$ cat config.mk
export PLATFORM = sky130hd
export DESIGN_NAME = trg_run_ctrl
export DESIGN_NICKNAME = d
export VERILOG_FILES = /design/src/rtl/trg_run_ctrl.sv
export SDC_FILE = /design/constraint.sdc
export NUM_CORES = 1
export LEC_CHECK = 0
export ABC_AREA = 1
export BUFFER_PORTS_ARGS = -buffer_cell sky130_fd_sc_hd__buf_2
export CORE_MARGIN = 2
export CORE_UTILIZATION = 35
export DETAILED_ROUTE_END_ITERATION = 7
export GPL_TIMING_DRIVEN = 0
export PLACE_DENSITY = 0.53
export SETUP_SLACK_MARGIN = 0.4
export SYNTH_ARGS = -nofsm -noshare
export SYNTH_HDL_FRONTEND = slang
export SYNTH_SLANG_ARGS = --single-unit
$ cat constraint.sdc
create_clock -name AXIS_ACLK -period 2.3 [get_ports AXIS_ACLK]
set_input_delay 0.115 -clock AXIS_ACLK [delete_from_list [all_inputs] [get_ports AXIS_ACLK]]
set_output_delay 0.115 -clock AXIS_ACLK [all_outputs]
set_load 0.01 [all_outputs]
$ cat src/rtl/trg_run_ctrl.sv
// ---------------------------------------------------------------------------
// trg_run_ctrl
//
// Run controller for the minimum-trigger datapath. Sequences the baseline
// calculation, arms the trigger block, and holds trigger acceptance while the
// output FIFO is full. It also keeps saturating counts of accepted and
// dropped triggers for the PS-side status readout.
//
// Optional build macro:
//   TRG_RUN_CTRL_AUTO_RETRY_EN - when defined, a baseline timeout restarts the
//   baseline calculation in place rather than returning to IDLE. The run then
//   ends only on RUN_STOP.
//
// Ports:
//   AXIS_ACLK         in   clock
//   AXIS_ARESETN      in   asynchronous active-low reset
//   RUN_START         in   start run request (level or pulse)
//   RUN_STOP          in   stop run request (level or pulse), highest priority
//   BL_CALC_COMPLETE  in   baseline block done flag
//   FIFO_FULL         in   output FIFO full flag
//   START_TRG         in   one-cycle trigger-start pulse
//   S_AXIS_TVALID     in   ADC stream valid, qualifies baseline timeout count
//   O_EXEC_STATE      out  00 INIT, 01 BL_CALC, 11 TRG, 10 HOLD
//   O_BL_CALC_START   out  one-cycle pulse restarting baseline calculation
//   O_TIMER_CLR       out  one-cycle pulse clearing the time counter
//   O_TRG_EN          out  trigger acceptance enable (ARMED only)
//   O_BUSY            out  high in every state except IDLE
//   O_ERR_TIMEOUT     out  sticky baseline-timeout flag
//   O_EVENT_COUNT     out  triggers accepted while armed, saturating
//   O_DROP_COUNT      out  triggers seen while held, saturating
// ---------------------------------------------------------------------------
module trg_run_ctrl #(
    parameter int BL_TIMEOUT_LEN = 256,
    parameter int HOLDOFF_LEN    = 8,
    parameter int EVT_CNT_WIDTH  = 32,
    parameter int DROP_CNT_WIDTH = 16
) (
    input  logic                      AXIS_ACLK,
    input  logic                      AXIS_ARESETN,
    input  logic                      RUN_START,
    input  logic                      RUN_STOP,
    input  logic                      BL_CALC_COMPLETE,
    input  logic                      FIFO_FULL,
    input  logic                      START_TRG,
    input  logic                      S_AXIS_TVALID,
    output logic [1:0]                O_EXEC_STATE,
    output logic                      O_BL_CALC_START,
    output logic                      O_TIMER_CLR,
    output logic                      O_TRG_EN,
    output logic                      O_BUSY,
    output logic                      O_ERR_TIMEOUT,
    output logic [EVT_CNT_WIDTH-1:0]  O_EVENT_COUNT,
    output logic [DROP_CNT_WIDTH-1:0] O_DROP_COUNT
);

    localparam int TO_W = $clog2(BL_TIMEOUT_LEN + 1);
    localparam int HO_W = $clog2(HOLDOFF_LEN + 1);

    // The encoding is the EXEC_STATE bus value itself, so the state register
    // drives the downstream blocks directly with no decode.
    typedef enum logic [1:0] {
        ST_IDLE    = 2'b00,
        ST_BL_CALC = 2'b01,
        ST_ARMED   = 2'b11,
        ST_HOLD    = 2'b10
    } state_t;

    state_t                    state_q, state_n;
    logic [TO_W-1:0]           to_cnt_q, to_cnt_n;
    logic [HO_W-1:0]           ho_cnt_q, ho_cnt_n;
    logic                      bl_start_q, bl_start_n;
    logic                      timer_clr_q, timer_clr_n;
    logic                      trg_en_q;
    logic                      busy_q;
    logic                      err_q, err_n;
    logic [EVT_CNT_WIDTH-1:0]  evt_q, evt_n;
    logic [DROP_CNT_WIDTH-1:0] drop_q, drop_n;

    logic timeout_hit;
    logic holdoff_hit;

    // The current valid sample is the one that brings the count to the limit.
    assign timeout_hit = S_AXIS_TVALID && (to_cnt_q == TO_W'(BL_TIMEOUT_LEN - 1));
    // The current low cycle is the last one of the required quiet window.
    assign holdoff_hit = !FIFO_FULL && (ho_cnt_q == HO_W'(HOLDOFF_LEN - 1));

    // Next-state and next-output logic. Every non-IDLE state checks RUN_STOP
    // first, then FIFO_FULL, then the baseline timeout, then completion.
    always_comb begin
        state_n     = state_q;
        to_cnt_n    = to_cnt_q;
        ho_cnt_n    = ho_cnt_q;
        bl_start_n  = 1'b0;
        timer_clr_n = 1'b0;
        err_n       = err_q;
        evt_n       = evt_q;
        drop_n      = drop_q;

        case (state_q)
            ST_IDLE: begin
                if (RUN_START && !RUN_STOP) begin
                    state_n     = ST_BL_CALC;
                    bl_start_n  = 1'b1;
                    timer_clr_n = 1'b1;
                    to_cnt_n    = '0;
                    err_n       = 1'b0;
                    evt_n       = '0;
                    drop_n      = '0;
                end
            end

            ST_BL_CALC: begin
                if (RUN_STOP) begin
                    state_n = ST_IDLE;
                end else if (timeout_hit) begin
                    err_n    = 1'b1;
                    to_cnt_n = '0;
`ifdef TRG_RUN_CTRL_AUTO_RETRY_EN
                    bl_start_n = 1'b1;
`else
                    state_n = ST_IDLE;
`endif
                end else begin
                    if (S_AXIS_TVALID) begin
                        to_cnt_n = to_cnt_q + 1'b1;
                    end
                    if (BL_CALC_COMPLETE) begin
                        state_n = ST_ARMED;
                    end
                end
            end

            ST_ARMED: begin
                // Trigger enable is high this cycle, so a pulse is accepted
                // even if the state is about to change.
                if (START_TRG && (evt_q != '1)) begin
                    evt_n = evt_q + 1'b1;
                end
                if (RUN_STOP) begin
                    state_n = ST_IDLE;
                end else if (FIFO_FULL) begin
                    state_n  = ST_HOLD;
                    ho_cnt_n = '0;
                end
            end

            ST_HOLD: begin
                if (START_TRG && (drop_q != '1)) begin
                    drop_n = drop_q + 1'b1;
                end
                if (RUN_STOP) begin
                    state_n = ST_IDLE;
                end else if (FIFO_FULL) begin
                    ho_cnt_n = '0;
                end else if (holdoff_hit) begin
                    state_n  = ST_ARMED;
                    ho_cnt_n = '0;
                end else begin
                    ho_cnt_n = ho_cnt_q + 1'b1;
                end
            end

            default: begin
                state_n = ST_IDLE;
            end
        endcase
    end

    // State, counters and all outputs are registered; reset asserts
    // asynchronously so a mid-run reset silences the outputs at once.
    always_ff @(posedge AXIS_ACLK or negedge AXIS_ARESETN) begin
        if (!AXIS_ARESETN) begin
            state_q     <= ST_IDLE;
            to_cnt_q    <= '0;
            ho_cnt_q    <= '0;
            bl_start_q  <= 1'b0;
            timer_clr_q <= 1'b0;
            trg_en_q    <= 1'b0;
            busy_q      <= 1'b0;
            err_q       <= 1'b0;
            evt_q       <= '0;
            drop_q      <= '0;
        end else begin
            state_q     <= state_n;
            to_cnt_q    <= to_cnt_n;
            ho_cnt_q    <= ho_cnt_n;
            bl_start_q  <= bl_start_n;
            timer_clr_q <= timer_clr_n;
            trg_en_q    <= (state_n == ST_ARMED);
            busy_q      <= (state_n != ST_IDLE);
            err_q       <= err_n;
            evt_q       <= evt_n;
            drop_q      <= drop_n;
        end
    end

    assign O_EXEC_STATE    = state_q;
    assign O_BL_CALC_START = bl_start_q;
    assign O_TIMER_CLR     = timer_clr_q;
    assign O_TRG_EN        = trg_en_q;
    assign O_BUSY          = busy_q;
    assign O_ERR_TIMEOUT   = err_q;
    assign O_EVENT_COUNT   = evt_q;
    assign O_DROP_COUNT    = drop_q;

endmodule

==> results of run 1 <==
## metrics by stage
step / cell area (µm²) / power, mW / utilization [%] / worst slack, ns
after global routing: 5340 / 3.18 / 44.1 / 0.403
after CTS: 5250 / 3.08 / 43.4 / 0.407
after floorplan: 4370 / 1.43 / - / 0.561
after detailed placement: 4900 / 1.53 / 40.4 / 0.253
after global placement: 4890 / 1.53 / 40.4 / 0.291
final: 5340 / 3.05 / 44.1 / 0.547
## final timing paths
path,end,cells after the start,slack (ns)
max,O_EVENT_COUNT[13],11,0.55
min,O_EXEC_STATE[1],3,0.06
max in group asynchronous,O_DROP_COUNT[0],2,1.24
max reg2reg,O_EVENT_COUNT[13],11,0.55
min reg2reg,O_ERR_TIMEOUT,2,0.50
min in group asynchronous,O_DROP_COUNT[7],2,0.43
## registers in the layout (all words and copies together) (netlist names)
signal and count:
to_cnt_q 9, O_ERR_TIMEOUT 1, O_TIMER_CLR 1, O_EXEC_STATE 2, O_BUSY 1, O_TRG_EN 1
O_EVENT_COUNT 32, ho_cnt_q 4, O_DROP_COUNT 16
## cells by family after synthesis
kind of cell,after synthesis,synth area share [%]
and+or+nand+nor,454,43.8
xor gates and xnor gates,27,5.41
buffers and inverters,77,7.67
DFF,67,38.3
adders and majority gates,4,1.14
muxes,1,0.257
AOI/OAI and AO/OA,26,3.40
## where the power goes
group	internal, mW	switching (mW)	leakage (nW)
registers	1.22	0.0398	0.924
clock network	0.958	0.567	0.160
logic	0.0920	0.175	1.41
total	2.27	0.782	2.50
## critical path: cells and delay by family, from the launching register on
family                   cells  cell delay (ns)
adder cells (fa/ha/maj)      1             0.16
buffers and inverters        1             0.17
flip-flops                   1             0.41
AND/OR/NAND/NOR              9             0.88
## placed cells by master, fill, tap and decap left out, types with 13 or more instances in the layout
cell / netlist / routed
nand2_1: 233 / 232
o21ai_0: 14 / 14
xnor2_1: 13 / 13
xor2_1: 14 / 14
inv_1: 58 / 58
nand3_1: 67 / 67
nor2_1: 117 / 115
buf_2: 2 / 62
buf_4: 5 / 14
dfrtp_1: 67 / 65
## repair_timing
item	CTS	global route
buffers inserted	2	6
endpoints found under the setup margin	43	46
pin swaps	1	3
hold buffers	1	0
gates resized for setup	3	10
endpoints found under the hold margin	67	0
## layout make-up
cell class | instances | area (µm²)
flip-flops and latches | 67 | 1680
plain buffers | 15 | 106
well taps | 168 | 210
clock buffers | 9 | 225
fillers | 1314 | 6780
inverters | 62 | 238
clock inverters | 7 | 100
multi-input cells | 512 | 2390
repair buffers | 71 | 383
## routing by layer
| layer | vias to the layer above | GRT usage, % | routed length [µm] |
|---|---|---|---|
| met5 | - | 0 | 0 |
| met4 | 0 | 7.30 | 221 |
| met3 | 14 | 2.77 | 531 |
| met2 | 95 | 28.1 | 5120 |
| met1 | 1968 | 29.3 | 6070 |
| li1 | 2211 | - | - |
==> key figures, run 1 <==
Timing
  • Tcrit/Tclk final: 76.2%
  • Endpoints failing setup: 0
  • Fin. Hold Viols: 0
  • Setup TNS: 0 ns
  • Clock skew: 0.00765 ns
  • Fmax: 0.571 GHz
  • Fin. max-slew vios: 0
  • Slew @ Worst Pin: 0.881 ns
  • RSZ-0062 raised after global routing: true
  • Slew headroom: 41.2%
  • Hold WS: 0.0648 ns
  • Final min period: 1.75 ns

Die
  • DIE AREA: 0.0134 mm²
  • Initial core utilization: 36.1%
  • Die W: 116 µm
  • Io pins: 63
  • Row cnt: 40
  • Core Region: 0.0121 mm²
  • Chip Height: 116 µm

Critical path
  • Max stage delay on crit path: 0.41 ns
  • Setup CP Type: flop to flop
  • RR Startpoint: O_EVENT_COUNT[0]
  • Crit path max-delay cell type: dfrtp_2
  • CP Max Fanout: 10
  • Setup crit start: O_EVENT_COUNT[0]
  • Crit-path cells: ha_4 -> nand2_2 -> nor2_4 -> nand2_4 -> nor2_4 -> nand3_2 -> nand2_4 -> nand2_4 -> buf_6 -> nand2_1 -> nand2_1
  • Startpoint types: flop
  • Most common cell on crit path: nand2_4
  • Crit path DAT: 1.98 ns
  • Req. time, crit path: 2.53 ns
  • CP Capture Type: flop

Pwr
  • Leak pwr: 2.50 nW
  • VDD IR max: 0.360 mV
  • PwrDens: 572 mW/mm²

CTS
  • CTS Sinks: 67
  • Max clock buf depth: 2
  • CTS tree: yes
  • CTS H-tree depth: 3
  • Clock buffers created by TritonCTS: 9
  • Clk Latency, worst-skew pair: 0.34 ns
  • CTS clk-pin slew, worst paths: 0.06 ns
  • Root Buffer: clkbuf_16

Yosys
  • Synth top area share: 38.3%
  • Netlist Area Pre-Place: 0.00437 mm²
  • Cells after Synth: 656
  • EDFF count, synth: 0
  • Cell taking the most area after synthesis: dfrtp_1
  • Post-synth top cells: 233 x nand2_1, 117 x nor2_1, 67 x dfrtp_1, 67 x nand3_1, 58 x inv_1
  • Syn avg cell area: 6.67 µm²
  • Synth Register Bits: 67
  • Most common cell in the synthesized netlist: nand2_1
  • Asr flop ratio synth: 100%
  • Top FF cell, synth: dfrtp_1
  • Synth unique cells: 32
  • Synth warn: 0
  • Largest cells by area after synthesis: dfrtp_1 38%, nand2_1 20%, nor2_1 10%, nand3_1 7.7%, inv_1 5.0%
  • Register area share after synthesis: 38.3%
  • Synthesized net count: 668

Place
  • Placed Cells: 886
  • Gp weighted congestion: 0.943
  • Post-detail-place hpwl: 9060 µm
  • I/O Buffers: 62

Final layout
  • Layout Nets: 750
  • Area grow syn2layout: 22.0%
  • Number of antenna repair diodes: 0
  • Share of cells above drive strength 1: 17.5%
  • Non-Filler Instances: 911

Routing
  • Wire length per cell: 13.1 µm
  • Drt pass-1 iters: 4
  • Routed wire length: 11900 µm
  • DR vias: 4288
  • Post-route ant nets: 0
  • Post-DR vias/cell: 4.71
  • DRC viols: 0
  • First DRT Iteration DRCs: 243

GRT
  • Maximum number of pins on one net before global-route repair: 68
  • Global-route wire length before repair: 20100 µm
  • Global route overflow: 0
  • Total GRT Usage: 19.4%
  • Vias in the first global route: 3977
  • Initial antenna violation count: 0

Job
  • Max-Cap Viols: 0

Outcome
  • Outcome: complete, no violations

Hold path
  • Min-delay worst type: primary input to flop
  • Hold Startpoint: BL_CALC_COMPLETE
(Power assumes the default switching activity.)
==> run 2, diff against run 1 <==
--- a/config.mk
+++ b/config.mk
@@ -11,7 +11,7 @@
 export CORE_UTILIZATION = 35
 export DETAILED_ROUTE_END_ITERATION = 7
 export GPL_TIMING_DRIVEN = 0
-export PLACE_DENSITY = 0.53
+export PLACE_DENSITY = 0.55
 export SETUP_SLACK_MARGIN = 0.4
 export SYNTH_ARGS = -nofsm -noshare
 export SYNTH_HDL_FRONTEND = slang
==> constraint.sdc (replaced) <==
create_clock -name AXIS_ACLK -period 1.6 [get_ports AXIS_ACLK]
set_input_delay 0.08 -clock AXIS_ACLK [delete_from_list [all_inputs] [get_ports AXIS_ACLK]]
set_output_delay 0.08 -clock AXIS_ACLK [all_outputs]
set_load 0.01 [all_outputs]
==> run 2 against run 1 <==
Effect of this change: the run now ends with setup timing left; register-to-register slack got worse by 0.71 ns; wire length up 20%; worst setup slack worse by 0.71 ns; non-clock buffer count rose by 66; critical path type unchanged; largest cell class unchanged.
==> key figures, run 2 (same netlist as run 1, synthesis figures left out) <==
CTS
  • CTS tree: yes (unchanged)
  • CTS clk-pin slew, worst paths: 0.06 ns (about the same)
  • CTS H-tree depth: 3 (unchanged)
  • Clock buffers created by TritonCTS: 9 (unchanged)
  • Max clock buf depth: 2 (unchanged)
  • Clk Latency, worst-skew pair: 0.34 ns (about the same)
  • Root Buffer: clkbuf_16 (unchanged)
  • CTS Sinks: 67 (unchanged)

Die
  • Chip Height: 116 µm (unchanged)
  • Core Region: 0.0121 mm² (unchanged)
  • Die W: 116 µm (unchanged)
  • DIE AREA: 0.0134 mm² (unchanged)
  • Io pins: 63 (unchanged)
  • Row cnt: 40 (unchanged)
  • Initial core utilization: 36.1% (unchanged)

Critical path
  • Register-to-Register Setup Slack: -0.16 ns (was 0.55 ns)
  • Cell count of the worst reg-to-reg path: 11 (unchanged)
  • CP Capture Point: O_EVENT_COUNT[15] (was O_EVENT_COUNT[13])
  • Max stage delay on crit path: 0.41 ns (about the same)
  • CP Capture Type: flop (unchanged)
  • Most common cell on crit path: nand2_4 (unchanged)
  • Startpoint types: flop (unchanged)
  • CP top delay family: simple AND/OR/NAND/NOR gates (unchanged)
  • RR Endpoint: O_EVENT_COUNT[15] (was O_EVENT_COUNT[13])
  • Setup crit start: O_EVENT_COUNT[1] (was O_EVENT_COUNT[0])
  • Crit-path cells: ha_4 -> nand2_4 -> nor2_4 -> nand2_4 -> nor2_4 -> nand3_2 -> nand2_4 -> nand2_8 -> buf_8 -> nand3_2 -> nand2_1 (was ha_4 -> nand2_2 -> nor2_4 -> nand2_4 -> nor2_4 -> nand3_2 -> nand2_4 -> nand2_4 -> buf_6 -> nand2_1 -> nand2_1)
  • Crit path DAT: 1.98 ns (about the same)
  • CP Max Fanout: 8 (was 10)
  • Crit path max-delay cell type: dfrtp_2 (unchanged)
  • Worst path bufs/invs: 1 (unchanged)
  • RR Startpoint: O_EVENT_COUNT[1] (was O_EVENT_COUNT[0])
  • Setup CP Type: flop to flop (unchanged)
  • Critical Path Stages: 11 (unchanged)
  • Req. time, crit path: 1.82 ns (was 2.53 ns)

Routing
  • Wire length per cell: 14.6 µm (was 13.1 µm)
  • Post-route ant nets: 0 (unchanged)
  • First DRT Iteration DRCs: 246 (was 243)
  • DR vias: 4715 (was 4288)
  • Drt pass-1 iters: 5 (was 4)
  • Post-DR vias/cell: 4.82 (was 4.71)
  • DRC viols: 0 (unchanged)
  • Routed wire length: 14300 µm (was 11900 µm)

Final layout
  • Commonest non-fill, non-tap cell in the layout: nand2_1 (unchanged)
  • Number of flip-flops in the largest register: 32 (unchanged)
  • Layout Nets: 818 (was 750)
  • Number of antenna repair diodes: 0 (unchanged)
  • Share of cells above drive strength 1: 39.5% (was 17.5%)
  • Most frequent cells in the layout: 176 x nand2_1, 105 x nor2_1, 60 x buf_2, 60 x nand3_1, 51 x dfrtp_1 (was 232 x nand2_1, 115 x nor2_1, 67 x nand3_1)
  • Area grow syn2layout: 51.7% (was 22.0%)
  • Fill cell count: 1163 (was 1314)
  • Multi-input logic area: 0.00291 mm² (was 0.00239 mm²)
  • Final Util: 54.8% (was 44.1%)
  • FF/Latch Area: 0.00170 mm² (was 0.00168 mm²)

Timing
  • Final WS setup: -0.161 ns (was 0.547 ns)
  • Endpoints failing setup: 32 (was 0)
  • Slew headroom: 58.6% (was 41.2%)
  • Hold WS: 0.0201 ns (was 0.0648 ns)
  • Fin. Hold Viols: 0 (unchanged)
  • Tcrit/Tclk final: 110% (was 76.2%)
  • Clock skew: 0.00895 ns (was 0.00765 ns)
  • Fin. max-slew vios: 0 (unchanged)
  • Fmax: 0.568 GHz (was 0.571 GHz)
  • RSZ-0062 raised after global routing: true (unchanged)
  • Slew @ Worst Pin: 0.622 ns (was 0.881 ns)
  • Final min period: 1.76 ns (was 1.75 ns)

GRT
  • Total GRT Usage: 20.7% (was 19.4%)
  • Vias in the first global route: 4259 (was 3977)
  • Global-route wire length before repair: 21500 µm (was 20100 µm)
  • Maximum number of pins on one net before global-route repair: 68 (unchanged)
  • Met2 Usage GRT: 31.7% (was 28.1%)
  • Global route overflow: 0 (unchanged)
  • M3 GR Usage: 3.45% (was 2.77%)
  • Busiest grt layer: met2 (was met1)
  • Initial antenna violation count: 0 (unchanged)
  • GRT met1 Usage: 29.6% (was 29.3%)

Hold path
  • Hold path depth: 3 (unchanged)
  • Min-delay worst type: primary input to flop (unchanged)

Outcome
  • Outcome: finished with violations (was complete, no violations)
  • Violated checks: setup timing

Job
  • Max-Cap Viols: 0 (unchanged)

Pwr
  • VDD IR max: 0.485 mV (was 0.360 mV)
  • PwrDens: 719 mW/mm² (was 572 mW/mm²)
  • Leak pwr: 3.07 nW (was 2.50 nW)

Place
  • I/O Buffers: 62 (unchanged)
  • Post-detail-place hpwl: 9130 µm (was 9060 µm)
  • Gp weighted congestion: 0.909 (was 0.943)
==> run 2: cell types whose count changed in the layout (fill, tap and decap cells not counted), sizes merged <==
| cell | delta |
|---|---|
| buf | +64 |
| clkbuf | +4 |
| clkinvlp | +2 |
| bufinv | -1 |
| clkinv | -1 |
| inv | -1 |
| nand2 | +1 |
==> run 2: metal layers <==
layer / share of wire [%] / vias up
li1: - / 2356
met1: 48 / 2241
met2: 46 / 102
met3: 4.4 / 16
met4: 1.4 / 0
met5: 0 / -
==> run 2: layout make-up <==
class                      instances  area share [%]
sequential                        67            25.6
tap                              168            3.17
multi-input combinational        513            43.8
timing repair buffer             137            16.4
inverter                          62            3.92
clock buffer                      11            3.81
timing repair inverter             1           0.113
buffer                            15            2.28
clock inverter                     5           0.905
==> run 2: how the worst min path moves through the flow <==
| stage | start | to | slack, ns |
|---|---|---|---|
| 2_1_floorplan | AXIS_ARESETN | O_BUSY | -0.22 |
| 3_3_place_gp | BL_CALC_COMPLETE | O_EXEC_STATE[1] | 0.39 |
| 3_5_place_dp | AXIS_ARESETN | O_DROP_COUNT[14] | 0.26 |
| 4_1_cts | BL_CALC_COMPLETE | O_EXEC_STATE[1] | 0.02 |
| 5_1_grt | BL_CALC_COMPLETE | O_EXEC_STATE[1] | 0.03 |
| 6_report | BL_CALC_COMPLETE | O_EXEC_STATE[1] | 0.02 |
==> run 2: worst reg2reg max path: stages, from the launching register on <==
cell and delay [ns]:
dfrtp_2 0.41, ha_4 0.17, nand2_4 0.06, nor2_4 0.15, nand2_4 0.09, nor2_4 0.11
nand3_2 0.11, nand2_4 0.14, nand2_8 0.13, buf_8 0.16, nand3_2 0.06, nand2_1 0.06
==> run 2: power by group <==
part           internal, mW  switching [mW]  leakage, nW
clock network          1.30           0.803        0.152
registers              1.75          0.0601        0.901
logic                 0.398           0.456         2.01
==> run 2: timing repair <==
action | 4_1_cts | 5_1_grt
resized for setup | 76 | 129
pin swaps | 18 | 39
hold buffers | 1 | 0
cloned | 5 | 4
buffers inserted | 47 | 20
hold endpoints to repair | 67 | 0
endpoints found under the setup margin | 65 | 78
==> run 2: stage by stage <==
stage                     setup slack, ns  std cells  area, µm²  setup TNS (ns)  power, mW
final                              -0.161        979       6630           -4.22       4.77
after global routing               -0.240        979       6630           -7.43       4.96
after CTS                          -0.116        955       5960           -2.93       4.53
after detailed placement           -0.311        886       4990          -10.57       2.24
after global placement             -0.293        886       4980           -9.63       2.23
after floorplan                   -0.0188        656       4460          -0.295       2.09
==> run 3, diff against run 2 <==
--- a/config.mk
+++ b/config.mk
@@ -8,10 +8,10 @@
 export ABC_AREA = 1
 export BUFFER_PORTS_ARGS = -buffer_cell sky130_fd_sc_hd__buf_2
 export CORE_MARGIN = 2
-export CORE_UTILIZATION = 35
+export CORE_UTILIZATION = 25
 export DETAILED_ROUTE_END_ITERATION = 7
 export GPL_TIMING_DRIVEN = 0
-export PLACE_DENSITY = 0.55
+export PLACE_DENSITY = 0.43
 export SETUP_SLACK_MARGIN = 0.4
 export SYNTH_ARGS = -nofsm -noshare
 export SYNTH_HDL_FRONTEND = slang
==> run 3 against run 2 <==
Effect of this change: critical path type unchanged; power rose by 4.5%; largest power group unchanged; hold slack improved by 0.079 ns; the run still ends with setup timing left; non-clock buffer count rose by 6; clock power rose by 11%.
==> key figures, run 3 (same netlist as run 1, synthesis figures left out) <==
Routing
  • DR vias: 4660 (was 4715)
  • Post-DR vias/cell: 4.48 (was 4.82)
  • Wire length per cell: 14.0 µm (was 14.6 µm)
  • DRC viols: 0 (unchanged)
  • Max Used Layer: met4 (unchanged)
  • Drt pass-1 iters: 5 (unchanged)
  • Routed wire length: 14600 µm (was 14300 µm)
  • Routed length on met1: 7050 µm (was 6890 µm)
  • WL met3: 540 µm (was 634 µm)
  • First DRT Iteration DRCs: 259 (was 246)
  • Post-route ant nets: 0 (unchanged)
  • Routed met2 length: 6780 µm (was 6590 µm)

Final layout
  • Multi-input logic area: 0.00289 mm² (was 0.00291 mm²)
  • Fill cell count: 1863 (was 1163)
  • Layout Nets: 823 (was 818)
  • Share of cells above drive strength 1: 38.6% (was 39.5%)
  • Number of antenna repair diodes: 0 (unchanged)
  • FF/Latch Area: 0.00170 mm² (unchanged)
  • Final instance area: 0.00670 mm² (was 0.00663 mm²)
  • Number of flip-flops in the largest register: 32 (unchanged)
  • Commonest non-fill, non-tap cell in the layout: nand2_1 (unchanged)
  • Most frequent cells in the layout: 178 x nand2_1, 103 x nor2_1, 60 x buf_2, 60 x nand3_1, 56 x buf_4 (was 176 x nand2_1, 105 x nor2_1, 60 x buf_2, 60 x nand3_1, 51 x dfrtp_1)
  • Final Util: 39.0% (was 54.8%)
  • Area grow syn2layout: 53.3% (was 51.7%)

Place
  • Cell Area, Placed: 0.00508 mm² (was 0.00499 mm²)
  • Gp weighted congestion: 0.877 (was 0.909)
  • Pre-CTS setup slack: -0.316 ns (was -0.311 ns)
  • Post-detail-place hpwl: 10100 µm (was 9130 µm)
  • I/O Buffers: 62 (unchanged)

Pwr
  • Leak pwr: 3.06 nW (was 3.07 nW)
  • PwrDens: 743 mW/mm² (was 719 mW/mm²)
  • VDD IR max: 0.490 mV (was 0.485 mV)

Die
  • Row cnt: 48 (was 40)
  • Core Region: 0.0172 mm² (was 0.0121 mm²)
  • Initial core utilization: 25.5% (was 36.1%)
  • Chip Height: 136 µm (was 116 µm)
  • Die W: 136 µm (was 116 µm)
  • DIE AREA: 0.0186 mm² (was 0.0134 mm²)
  • Io pins: 63 (unchanged)

Outcome
  • Outcome: finished with violations (unchanged)
  • Violated checks: setup timing (unchanged)

Timing
  • Slew headroom: 58.8% (was 58.6%)
  • Tcrit/Tclk final: 106% (was 110%)
  • Clock skew: 0.0109 ns (was 0.00895 ns)
  • Fmax: 0.589 GHz (was 0.568 GHz)
  • Fin. max-slew vios: 0 (unchanged)
  • Slew @ Worst Pin: 0.618 ns (was 0.622 ns)
  • Hold WS: 0.0995 ns (was 0.0201 ns)
  • Final WS setup: -0.0965 ns (was -0.161 ns)
  • Fin. Hold Viols: 0 (unchanged)
  • Final min period: 1.70 ns (was 1.76 ns)
  • Endpoints failing setup: 32 (unchanged)
  • RSZ-0062 raised after global routing: true (unchanged)

GRT
  • Global route overflow: 0 (unchanged)
  • Vias in the first global route: 4409 (was 4259)
  • Global-route wire length before repair: 22900 µm (was 21500 µm)
  • Total GRT Usage: 15.9% (was 20.7%)
  • Initial antenna violation count: 0 (unchanged)
  • Maximum number of pins on one net before global-route repair: 37 (was 68)

Hold path
  • Hold worst-path end: ho_cnt_q[1] (was O_EXEC_STATE[1])
  • Hold path depth: 4 (was 3)
  • Hold Startpoint: FIFO_FULL (was BL_CALC_COMPLETE)
  • Min-delay worst type: primary input to flop (unchanged)

CTS
  • CTS tree: yes (unchanged)
  • CTS Sinks: 67 (unchanged)
  • Root Buffer: clkbuf_16 (unchanged)
  • Max clock buf depth: 2 (unchanged)
  • Clock buffers created by TritonCTS: 9 (unchanged)
  • CTS clk-pin slew, worst paths: 0.06 ns (about the same)
  • CTS H-tree depth: 3 (unchanged)
  • Clk Latency, worst-skew pair: 0.35 ns (was 0.34 ns)

Job
  • Max-Cap Viols: 0 (unchanged)

Critical path
  • RR Startpoint: O_EVENT_COUNT[1] (unchanged)
  • Crit path max-delay cell type: dfrtp_2 (unchanged)
  • CP Capture Type: flop (unchanged)
  • Max stage delay on crit path: 0.39 ns (was 0.41 ns)
  • Startpoint types: flop (unchanged)
  • CP Max Fanout: 10 (was 8)
  • Req. time, crit path: 1.83 ns (was 1.82 ns)
  • Most common cell on crit path: nand2_4 (unchanged)
  • Crit-path cells: ha_4 -> nand2_4 -> nor2_4 -> nand2_4 -> nor2_4 -> nand3_2 -> nand2_4 -> nand2_8 -> buf_12 -> nand3_2 -> nand2_1 (was ha_4 -> nand2_4 -> nor2_4 -> nand2_4 -> nor2_4 -> nand3_2 -> nand2_4 -> nand2_8 -> buf_8 -> nand3_2 -> nand2_1)
  • Register-to-Register Setup Slack: -0.1 ns (was -0.16 ns)
  • Setup CP Type: flop to flop (unchanged)
  • Crit path DAT: 1.92 ns (was 1.98 ns)
  • Cell count of the worst reg-to-reg path: 11 (unchanged)
  • RR Endpoint: O_EVENT_COUNT[16] (was O_EVENT_COUNT[15])
==> run 3: changes by cell type in the layout (fill, tap and decap cells not counted), moves of 3 or more <==
cell	before	now
buf_4	42	56
buf_6	33	25
clkbuf_1	3	6
o21ai_1	2	6
o21ai_2	15	10
==> run 3: critical path: cells and delay by family, from the launching register on <==
family	cells	cell delay, ns
flip-flops	1	0.39
AND/OR/NAND/NOR	9	0.84
buffers and inverters	1	0.17
adder cells (fa/ha/maj)	1	0.16
==> run 3: power breakdown <==
part | leakage [nW] | internal, mW | switching [mW] | total [mW]
Combinational | 2.00 | 0.391 | 0.447 | 0.839
Clock | 0.161 | 1.53 | 0.803 | 2.33
Sequential | 0.901 | 1.75 | 0.0603 | 1.81
Total | 3.06 | 3.67 | 1.31 | 4.98
==> run 3: layer usage <==
metal,vias to the layer above,GRT usage (%)
met5,-,0
met1,2208,22.4
met4,0,5.90
met2,70,24.3
met3,16,2.91
li1,2366,-
==> run 3: repair_timing <==
item / in CTS / in global routing
endpoints found under the hold margin: 31 / 0
pin swaps: 14 / 40
endpoints found under the setup margin: 66 / 67
buffers inserted: 31 / 44
gates cloned: 3 / 2
hold buffers: 1 / 0
resized for setup: 44 / 148
==> run 3: how the worst max path moves through the flow <==
| stage | end | cells past startpoint | start | slack, ns |
|---|---|---|---|---|
| finish | O_EVENT_COUNT[16] | 11 | O_EVENT_COUNT[1] | -0.1 |
| global route | O_EVENT_COUNT[21] | 11 | O_EVENT_COUNT[1] | -0.18 |
| CTS | O_EVENT_COUNT[2] | 11 | O_EVENT_COUNT[0] | -0.12 |
| floorplan | O_EVENT_COUNT[13] | 11 | O_EVENT_COUNT[0] | -0.02 |
| detailed placement | O_EVENT_COUNT[13] | 11 | O_EVENT_COUNT[0] | -0.32 |
| global placement | O_EVENT_COUNT[13] | 11 | O_EVENT_COUNT[0] | -0.30 |
==> run 3: cell type report <==
cell class / count / share of cell area [%]
Inverter: 62 / 3.88
Multi-Input combinational cell: 513 / 43.0
Tap cell: 225 / 4.20
Buffer: 15 / 2.30
Clock buffer: 12 / 3.53
Timing Repair Buffer: 143 / 16.3
Sequential cell: 67 / 25.3
Clock inverter: 4 / 1.47
==> run 3: per-stage QoR <==
step / instances / TNS, ns / total power, mW
after floorplan: 656 / -0.295 / 2.09
final: 1041 / -2.27 / 4.98
after global placement: 943 / -11.31 / 2.24
after global routing: 1041 / -6.12 / 5.18
after CTS: 995 / -3.28 / 4.73
after detailed placement: 944 / -11.23 / 2.26
